===== src/rtl/pulse_gen.sv =====
// ---------------------------------------------------------------------------
// pulse_gen
//
// Trigger-driven single pulse generator. A rising edge on trigger_i starts one
// pulse of programmable length on data_o. The pulse can be active-high,
// active-low or a level toggle. While a pulse is running, the block ignores
// further triggers and any change to width_i or to a non-disabled pulse type.
//
// Ports
//   clk_i         system clock; all state updates occur on its rising edge
//   rstn_i        asynchronous active-low reset
//   pulse_type_i  00 disabled, 01 high pulse, 10 low pulse, 11 toggle
//   width_i       width code; decodes to a load value L, and the pulse
//                 lasts L+1 cycles
//   int_en_i      enables the done_int_o completion pulse
//   trigger_i     synchronous trigger; only its rising edge is used
//   data_o        generated waveform (registered)
//   busy_o        high while a pulse is in progress (registered)
//   done_int_o    one-cycle completion pulse (registered)
// ---------------------------------------------------------------------------
module pulse_gen (
    input  logic       clk_i,
    input  logic       rstn_i,
    input  logic [1:0] pulse_type_i,
    input  logic [3:0] width_i,
    input  logic       int_en_i,
    input  logic       trigger_i,
    output logic       data_o,
    output logic       busy_o,
    output logic       done_int_o
);

    typedef enum logic {
        ST_IDLE   = 1'b0,
        ST_ACTIVE = 1'b1
    } state_e;

    typedef enum logic [1:0] {
        PT_OFF    = 2'b00,
        PT_HIGH   = 2'b01,
        PT_LOW    = 2'b10,
        PT_TOGGLE = 2'b11
    } pulse_type_e;

    // Width code to counter load value. The table is not a simple power of
    // two, so it is spelled out explicitly.
    function automatic logic [10:0] decode_width(input logic [3:0] code);
        logic [10:0] load;
        unique case (code)
            4'd0:    load = 11'd3;
            4'd1:    load = 11'd7;
            4'd2:    load = 11'd15;
            4'd3:    load = 11'd31;
            4'd4:    load = 11'd47;
            4'd5:    load = 11'd63;
            4'd6:    load = 11'd127;
            4'd7:    load = 11'd255;
            4'd8:    load = 11'd511;
            4'd9:    load = 11'd639;
            4'd10:   load = 11'd767;
            4'd11:   load = 11'd895;
            4'd12:   load = 11'd1023;
            4'd13:   load = 11'd1279;
            4'd14:   load = 11'd1535;
            default: load = 11'd2047;
        endcase
        return load;
    endfunction

    // Level driven while a pulse runs. Toggle inverts whatever level data_o
    // held before the trigger.
    function automatic logic active_level(input pulse_type_e ty, input logic cur);
        logic lvl;
        unique case (ty)
            PT_HIGH:   lvl = 1'b1;
            PT_LOW:    lvl = 1'b0;
            PT_TOGGLE: lvl = ~cur;
            default:   lvl = 1'b0;
        endcase
        return lvl;
    endfunction

    // Level driven outside a pulse. Toggle keeps the level it last produced.
    function automatic logic idle_level(input pulse_type_e ty, input logic cur);
        logic lvl;
        unique case (ty)
            PT_HIGH:   lvl = 1'b0;
            PT_LOW:    lvl = 1'b1;
            PT_TOGGLE: lvl = cur;
            default:   lvl = 1'b0;
        endcase
        return lvl;
    endfunction

    state_e      state_q, state_d;
    pulse_type_e type_q, type_d;
    pulse_type_e cur_type;
    logic [10:0] cnt_q, cnt_d;
    logic        trig_del_q;
    logic        trig_edge;
    logic        data_d;
    logic        done_d;

    assign cur_type  = pulse_type_e'(pulse_type_i);
    assign trig_edge = trigger_i & ~trig_del_q;

    // busy_o is taken straight from the state flop, so it is registered and
    // always agrees with the FSM.
    assign busy_o = (state_q == ST_ACTIVE);

    // The counter holds the latched load value, so no separate copy of L is
    // kept. The pulse type must be latched because the exit level depends on
    // it after pulse_type_i is allowed to change.
    always_comb begin
        // NOTE: every signal gets a default before the branches; a path that
        // leaves one unassigned would otherwise infer a latch.
        state_d = state_q;
        type_d  = type_q;
        cnt_d   = cnt_q;
        data_d  = data_o;
        done_d  = 1'b0;

        if (cur_type == PT_OFF) begin
            // Disable wins in every state: abort silently with no completion.
            state_d = ST_IDLE;
            cnt_d   = '0;
            data_d  = 1'b0;
        end else begin
            unique case (state_q)
                ST_IDLE: begin
                    if (trig_edge) begin
                        state_d = ST_ACTIVE;
                        type_d  = cur_type;
                        cnt_d   = decode_width(width_i);
                        data_d  = active_level(cur_type, data_o);
                    end else begin
                        data_d  = idle_level(cur_type, data_o);
                    end
                end
                ST_ACTIVE: begin
                    // Triggers and input changes are ignored here; only the
                    // latched type and the counter matter.
                    if (cnt_q != '0) begin
                        cnt_d   = cnt_q - 11'd1;
                    end else begin
                        state_d = ST_IDLE;
                        data_d  = idle_level(type_q, data_o);
                        done_d  = int_en_i;
                    end
                end
                default: begin
                    state_d = ST_IDLE;
                    cnt_d   = '0;
                    data_d  = 1'b0;
                end
            endcase
        end
    end

    // NOTE: sequential state uses non-blocking assignments so that every flop
    // samples its inputs from before the edge, independent of statement order.
    always_ff @(posedge clk_i or negedge rstn_i) begin
        if (!rstn_i) begin
            state_q    <= ST_IDLE;
            type_q     <= PT_OFF;
            cnt_q      <= '0;
            trig_del_q <= 1'b0;
            data_o     <= 1'b0;
            done_int_o <= 1'b0;
        end else begin
            state_q    <= state_d;
            type_q     <= type_d;
            cnt_q      <= cnt_d;
            trig_del_q <= trigger_i;
            data_o     <= data_d;
            done_int_o <= done_d;
        end
    end

endmodule

===== config.mk =====
export PLATFORM = sky130hd
export DESIGN_NAME = pulse_gen
export DESIGN_NICKNAME = d
export VERILOG_FILES = /design/src/rtl/pulse_gen.sv
export SDC_FILE = /design/constraint.sdc
export NUM_CORES = 1
export LEC_CHECK = 0
export CAP_MARGIN = 20
export CORE_MARGIN = 2
export CORE_UTILIZATION = 39
export CTS_CLUSTER_DIAMETER = 120
export DETAILED_ROUTE_END_ITERATION = 7
export DONT_BUFFER_PORTS = 1
export PLACE_DENSITY = 0.53
export SLEW_MARGIN = 10
export SYNTH_ARGS = -nofsm -noshare
export SYNTH_HDL_FRONTEND = slang
export SYNTH_SLANG_ARGS = --single-unit

===== constraint.sdc =====
create_clock -name clk_i -period 4.5 [get_ports clk_i]
set_input_delay 0.9 -clock clk_i [delete_from_list [all_inputs] [get_ports clk_i]]
set_output_delay 0.9 -clock clk_i [all_outputs]
set_load 0.1 [all_outputs]

* Yosys cells after proc, flatten, opt, wreduce, memory -nomap -nowiden
Memories as Yosys holds them, arrays and structs flattened.
Index checks and enable logic that the tools add are counted.
** Storage, ports and cells
- Output and inout port bits :: 3
- Input bits :: 10
- Memories kept :: 1
- Word-level logic and storage cells :: 46
- Bits in read-only memories :: 144
- Register bits after elaboration :: 17
** Operators by class
- Muxes and demuxes :: 18
- Reduce and logical (&&, ||, !) cells :: 5
- Equal/unequal tests :: 10
- Bitwise operators :: 5
- $add $sub $neg :: 1
** Memory list
- (name not given) :: depth 16, bits a word 9, rd ports 1, clocked after memory_dff 0, wr ports 0, line 49 : unique case (code)
** Operators by type and width (number)
- 11-bit 2-to-1 mux :: 3
- 11-bit case mux with 2 select lines :: 1
- 11-bit nonzero test :: 1
- 11-bit by 1-bit subtractor with 11-bit output (second input constant) :: 1
- 1-bit case mux with 2 select lines :: 5
- 1-bit 2-to-1 mux :: 9
- 3-bit inequality test (second input constant) :: 3
- 2-bit equality test (second input constant) :: 4
- 3-bit AND reduction :: 2
- 4-bit inequality test (second input constant) :: 1
- 1-bit inverter :: 4
- 3-bit by 1-bit inequality test with 1-bit output (second input constant) :: 1
- 2-bit by 1-bit equality test with 1-bit output (second input constant) :: 1
- 2-bit logical NOT :: 1
- 2-bit AND reduction :: 1
- 1-bit AND :: 1

* Longest topological paths before layout
Gate-level depths: netlist of the first run.
- Word-level depth :: 5
- Mapped depth :: 8
- Gate-level depth less buffers :: 6

* Least setup slack after synthesis of the first run
Ideal clock, no wire load.
- Path type :: register to register
- Start point :: reg state_q (netlist: busy_o)
- End point :: reg cnt_q[5]
- Arrival time :: 2.030 ns
- Stages on the path, launching flop included :: 6
- Buffers on the path :: 2
- Required time :: 4.393 ns
- Slack :: 2.363 ns
- Cell sequence :: dfrtp_1 > clkbuf_1 > nor2_1 > or2_1 > buf_6 > a2111oi_4
** Between the ends
- Word-level cells in the longest chain between the ends :: 3
- Elaborated cells between the ends (all ways) :: 6
- Those cells by class :: eq/ne (2); mux (2); bitwise (1); reduce/logical (1)
** Ends and longest elaborated chain
- start: declaration :: line 95 : state_e state_q, state_d;
- start signal: assignment :: line 171 : state_q <= state_d;
- 1-bit inverter (no line)
- 11-bit case mux with 2 select lines or 3-bit inequality test (tied branches)
- 11-bit 2-to-1 mux or 2-bit AND reduction (tied branches)
- end signal: assignment :: line 173 : cnt_q <= cnt_d;
- end: declaration :: line 98 : logic [10:0] cnt_q, cnt_d;
Several ways; a longest one is shown, not always the timed one.
A chain may end at the register's enable or synchronous reset.

* Final worst setup path of the first run
- Start point :: reg state_q (netlist: busy_o)
- End point :: out busy_o
** RTL lines
- end: declaration :: line 29 : output logic busy_o,
No word-level cell between the ends.

==> results of run 1 <==
area by class of cell:
| cell class | instances | area, um2 |
|---|---|---|
| Clock buffer | 4 | 26.3 |
| Tap cell | 33 | 41.3 |
| Timing Repair Buffer | 1 | 7.51 |
| Multi-Input combinational cell | 100 | 696 |
| Inverter | 7 | 26.3 |
| Sequential cell | 17 | 425 |
| Fill cell | 306 | 1760 |
metal layers:
metal | vias up | GRT usage (%)
li1 | 481 | -
met1 | 447 | 25.6
met2 | 16 | 26.2
met3 | 2 | 4.15
met4 | 0 | 3.90
met5 | - | 0
report_power, final:
group,switching [W],internal (W)
Combinational,0.0000909,0.0000782
Sequential,0.0000698,0.000187
Clock,0.0000505,0.0000345
cells in the mapped netlist, types with 2 or more instances:
| master | count | area share [%] |
|---|---|---|
| o21ai_0 | 5 | 2.1 |
| clkbuf_1 | 4 | 1.3 |
| a211oi_1 | 5 | 3.2 |
| nor2b_1 | 3 | 1.6 |
| nand3_1 | 3 | 1.3 |
| xnor2_1 | 3 | 2.2 |
| nand4b_1 | 3 | 2.2 |
| nor2_1 | 9 | 2.9 |
| o211ai_1 | 3 | 1.9 |
| and3_1 | 2 | 1.1 |
| nor3b_1 | 3 | 1.9 |
| ha_1 | 4 | 4.2 |
| o21a_1 | 2 | 1.3 |
| nor3_1 | 5 | 2.1 |
| mux2i_1 | 2 | 1.7 |
| xor2_1 | 2 | 1.5 |
| dfrtp_1 | 17 | 36 |
| nand2_1 | 14 | 4.4 |
| a21oi_1 | 6 | 2.5 |
| buf_6 | 2 | 1.9 |
| a31oi_1 | 2 | 1.1 |
| inv_1 | 7 | 2.2 |
| nand2b_1 | 2 | 1.1 |
cells by family (layout without fill, tap and decap cells):
kind of cell	after synthesis	count (layout)	synth area share [%]
buffers and inverters	13	12	5.39
muxes	2	2	1.69
adders and majority gates	4	4	4.22
AOI/OAI and AO/OA	32	32	21.0
DFF	17	17	35.9
xor gates and xnor gates	5	5	3.70
and+or+nand+nor	57	57	28.1
through the flow:
| stage | hold slack, ns | cells | utilization, % | total power (W) | cell area, um2 |
|---|---|---|---|---|---|
| after global routing | 0.259 | 162 | 41.1 | 0.000546 | 1220 |
| final | 0.284 | 162 | 41.1 | 0.000511 | 1220 |
| after global placement | 0.467 | 158 | 40.2 | 0.000426 | 1200 |
| after CTS | 0.273 | 162 | 41.1 | 0.000515 | 1220 |
| after detailed placement | 0.463 | 158 | 40.2 | 0.000428 | 1200 |
| after floorplan | 0.445 | 130 | - | 0.000392 | 1180 |
sequential cells by signal, indices dropped and copies added, names as in the netlist:
name,cells
data_o,1
busy_o,1
cnt_q,11
type_q,2
trig_del_q,1
done_int_o,1
worst paths after layout:
kind | endpoint | from
setup / recovery | busy_o | busy_o
setup reg to reg | cnt_q[6] | cnt_q[0]
min in group clk_i | type_q[0] | type_q[0]
max in group asynchronous | trig_del_q | rstn_i
hold / removal | cnt_q[3] | rstn_i
hold reg to reg | type_q[0] | type_q[0]
==> run_results.csv, run 1 <==
group,metric,value,unit
synth,syn-instance-count,130,
route,vias,946,
route,firstDrtPassIters,4,
clocking,cts_root_buffer,"clkbuf_4",
floorplan,pin_count,13,
finish,drive_above_1_share,10.1,%
floorplan,dieArea,0.00350,mm2
clocking,post_cts_buffers,0,
critical_path,rrSetupSlack,2.39,ns
global_route,grt_pass1_wl,4600,um
clocking,cts_buffer_depth,2,
finish,diodes,0,
clocking,clkSinkCount,17,
synth,synthArstFlopShare,100,%
critical_path,cp_num_buf_inv,1,
floorplan,coreArea,0.00298,mm2
placement,hpwl,1970,um
route,wl_per_cell,16.5,um
route,wl_met3,81,um
synth,syn_area,0.00118,mm2
sta,setup_viol,0,
pwr,irDropWorstVdd,0.201,mV
sta,finClkSkew,0.00118,ns
critical_path,worstRegToRegCells,6,
critical_path,cp-end-kind,"output port",
clocking,clkSlewWorstSetupHoldPaths,0.10,ns
sta,maxSlewHeadroom,38.2,%
sta,setup_ws,2.11,ns
clocking,holdBufCountCts,0,
critical_path,required,3.60,ns
route,drcViolationCount,0,
finish,mostFrequentLayoutCells,"dfrtp_1, nand2_1, nor2_1",
finish,syn_to_final_growth,3.17,%
global_route,grtUsageTotal,17.5,%
floorplan,num_rows,20,
synth,ys_types,45,
pwr,p_per_area,418,mW/mm2
route,antenna_left,0,
critical_path,cpPeakStageDelay,0.78,ns
route,dr_wl_met2,1200,um
floorplan,start_util,39.8,%
floorplan,dieHeight,59.1,um
global_route,antenna_found_initial,0,
critical_path,critPathMaxFanout,21,
critical_path,crit_chain,"buf_4",
sta,rsz0062_at_grt,"false",
outcome,status,"completed",
route,drtIter0Drc,23,
sta,post-route-min-period,2.39,ns
route,highest_layer,"met4",
clocking,cts_made_buffers,3,
route,drt_wl_total,2670,um
critical_path,worstPathArrival,1.49,ns
synth,synth.net_count,144,
global_route,grt_max_degree,22,
synth,ys_seq_area_share,35.9,%
clocking,post_cts_resized,0,
synth,ys_ff_latch,17,
critical_path,path_class,"flop to output port",
sta,worst_pin_slew,0.928,ns
global_route,overflow,0,
critical_path,cp_slowest_cell,"dfrtp_1",
sta,final_hold_viol_count,0,
run,cap_violations,0,
critical_path,cp-start-kind,"flop",
synth,postSynthAreaPerCell,9.11,um2
sta,fin_crit_sh,53.2,%
route,via_per_inst,5.84,
critical_path,crit_family,"flip-flops",
placement,dpl_worst_slack,2.36,ns
critical_path,cp_num_cells,1,
pwr,p_leak,0.501,nW
clocking,cts_tree,"built",
sta,finalMaxSlewViolations,0,
route,m1WireLength,1370,um
sta,tns,0,ns
clocking,cts-htree-levels,1,
worst_hold_path,holdCritPathClass,"primary input to asynchronous set/reset pin",
synth,synth_flop_cell,"dfrtp_1",
synth,yosysWarnings,0,
finish,layout_commonest_cell,"dfrtp_1",
clocking,clk_latency,0.29,ns
sta,fmax,418,MHz
placement,globalplace.congestion,0.831,
finish,nNetsFinal,144,
synth,synth_edf_count,0,
global_route,grt_pass1_vias,939,
placement,numPortBuffers,0,
floorplan,fp.dieW,59.1,um
(Power assumes the default switching activity.)
==> run 2: changes to the inputs <==
--- a/config.mk
+++ b/config.mk
@@ -11,7 +11,7 @@
 export CTS_CLUSTER_DIAMETER = 120
 export DETAILED_ROUTE_END_ITERATION = 7
 export DONT_BUFFER_PORTS = 1
-export PLACE_DENSITY = 0.53
+export PLACE_DENSITY = 0.55
 export SLEW_MARGIN = 10
 export SYNTH_ARGS = -nofsm -noshare
 export SYNTH_HDL_FRONTEND = slang
==> constraint.sdc (replaced) <==
create_clock -name clk_i -period 1.98 [get_ports clk_i]
set_input_delay 0.396 -clock clk_i [delete_from_list [all_inputs] [get_ports clk_i]]
set_output_delay 0.396 -clock clk_i [all_outputs]
set_load 0.1 [all_outputs]
==> run 2 against run 1 <==
Against the previous run:
- register-to-register slack lost 2.3 ns
- combinational power grew to 3.0 times the previous value
- sequential power grew 110%
- first-iteration DRC count grew 74%
- via count grew 7.4%
- core utilization grew 3.8 points
- cell count grew 6.2%
- total power grew 140%
- cell area grew 9.2%
- largest power group unchanged
==> run_results.csv, run 2 (synthesized netlist as in run 1, its figures left out) <==
group,metric,value,unit
critical_path,cp_num_buf_inv,1,
finish,largest_registers,"cnt_q (11), type_q (2)",
worst_hold_path,min_from,"trigger_i",
critical_path,cp-start-kind,"flop",
sta,fmax,526,MHz
route,firstDrtPassIters,4,
critical_path,cp-end-kind,"flop",
pwr,p_leak,0.553,nW
clocking,cts_made_buffers,3,
critical_path,r2r-end,"cnt_q[6]",
placement,globalplace.congestion,0.860,
sta,setup_ws,0.0773,ns
placement,dpl_cell_area,0.00126,mm2
finish,diodes,0,
global_route,grt_max_degree,18,
pwr,irDropWorstVdd,0.428,mV
critical_path,required,2.15,ns
sta,fin_crit_sh,96.1,%
global_route,antenna_found_initial,0,
route,wl_per_cell,16.1,um
clocking,cts_buffer_depth,2,
placement,hpwl,2070,um
pwr,p_per_area,925,mW/mm2
sta,finClkSkew,0.00671,ns
clocking,clk_latency,0.29,ns
critical_path,cpPeakStageDelay,0.50,ns
sta,post-route-min-period,1.90,ns
finish,largest_register_ffs,11,
finish,regMostFlops,"cnt_q",
finish,mostFrequentLayoutCells,"dfrtp_1, nand2_1, buf_4",
critical_path,path_class,"flop to flop",
floorplan,dieArea,0.00350,mm2
finish,postLayoutCellArea,0.00134,mm2
route,drt_wl_total,2770,um
finish,drive_above_1_share,20.9,%
critical_path,cp_slowest_cell,"or3b_2",
worst_hold_path,holdPathEnd,"trig_del_q",
worst_hold_path,holdCritPathClass,"primary input to flop",
global_route,grt_pass1_vias,940,
route,vias,1016,
sta,setup_viol,0,
sta,maxSlewHeadroom,45.0,%
critical_path,worstRegToRegCells,6,
floorplan,dieHeight,59.1,um
route,drtIter0Drc,40,
placement,dpl_worst_slack,-0.0108,ns
finish,syn_to_final_growth,12.7,%
clocking,clkSinkCount,17,
floorplan,fp.dieW,59.1,um
global_route,overflow,0,
critical_path,worstPathArrival,2.07,ns
global_route,grt_pass1_wl,4640,um
critical_path,crit_chain,"inv_1, ha_4, or3b_2, o31a_2, nor3_2, o41ai_2",
floorplan,coreArea,0.00298,mm2
floorplan,num_rows,20,
clocking,cts_tree,"built",
floorplan,pin_count,13,
outcome,status,"completed",
critical_path,timing.rr.start,"cnt_q[0]",
route,drcViolationCount,0,
sta,final_hold_viol_count,0,
global_route,grtUsageTotal,17.5,%
run,cap_violations,0,
floorplan,start_util,39.8,%
critical_path,cp_num_cells,6,
clocking,cts-htree-levels,1,
critical_path,critPathMaxFanout,6,
critical_path,rrSetupSlack,0.08,ns
sta,finalMaxSlewViolations,0,
critical_path,crit_family,"simple AND/OR/NAND/NOR gates",
clocking,post_cts_buffers,0,
clocking,cts_root_buffer,"clkbuf_4",
worst_hold_path,min_path_cells,0,
clocking,clkSlewWorstSetupHoldPaths,0.10,ns
route,via_per_inst,5.91,
pwr,p_total,0.00123,W
finish,layout_commonest_cell,"dfrtp_1",
sta,rsz0062_at_grt,"false",
route,antenna_left,0,
finish,nNetsFinal,154,
sta,worst_pin_slew,0.823,ns
placement,numPortBuffers,0,
-- run 2: timing repair --
item | in CTS | in global routing
endpoints found under the setup margin | 2 | 11
hold buffers | 1 | 0
resized for setup | 1 | 6
hold endpoints to repair | 17 | 0
-- run 2: final cells by class --
cell class	count	area, um2
multi-input combinational	100	729
tap	33	41.3
fill	282	1640
sequential	17	427
timing repair buffer	11	85.1
inverter	7	26.3
clock buffer	4	26.3
-- run 2: worst max path at each step --
stage / start / endpoint / slack (ns)
after floorplan: busy_o / cnt_q[5] / 0.11
after global placement: cnt_q[0] / cnt_q[6] / 0.07
after detailed placement: cnt_q[0] / cnt_q[6] / -0.01
after CTS: cnt_q[0] / cnt_q[6] / 0.001
after global routing: cnt_q[0] / cnt_q[6] / 0.0005
final: cnt_q[0] / cnt_q[6] / 0.08
-- run 2: layer usage --
| metal | share of wire [%] | global-route usage (%) | up-vias | routed length [um] |
|---|---|---|---|---|
| li1 | - | - | 499 | - |
| met1 | 51 | 26.8 | 491 | 1400 |
| met2 | 44 | 25.9 | 24 | 1230 |
| met3 | 4.5 | 3.93 | 2 | 124 |
| met4 | 0.47 | 1.95 | 0 | 13 |
| met5 | 0 | 0 | - | 0 |
-- run 2: where the power goes --
group          total [W]  internal (W)  switching (W)
Clock           0.000188     0.0000783       0.000110
Combinational   0.000504      0.000223       0.000281
Sequential      0.000542      0.000427       0.000115
-- run 2: stage by stage --
stage | cells | TNS (ns) | hold slack (ns) | utilization (%)
floorplan | 130 | 0 | 0.100 | -
global placement | 167 | 0 | 0.101 | 42.5
detailed placement | 167 | -0.0108 | 0.101 | 42.5
CTS | 172 | 0 | 0.117 | 43.8
global route | 172 | 0 | 0.0977 | 44.8
finish | 172 | 0 | 0.129 | 44.8
==> run 3: changes to the inputs <==
--- a/config.mk
+++ b/config.mk
@@ -8,7 +8,6 @@
 export CAP_MARGIN = 20
 export CORE_MARGIN = 2
 export CORE_UTILIZATION = 39
-export CTS_CLUSTER_DIAMETER = 120
 export DETAILED_ROUTE_END_ITERATION = 7
 export DONT_BUFFER_PORTS = 1
 export PLACE_DENSITY = 0.55
==> results of run 3 <==
No change in the layout: final DEF, timing and power equal those of run 2.
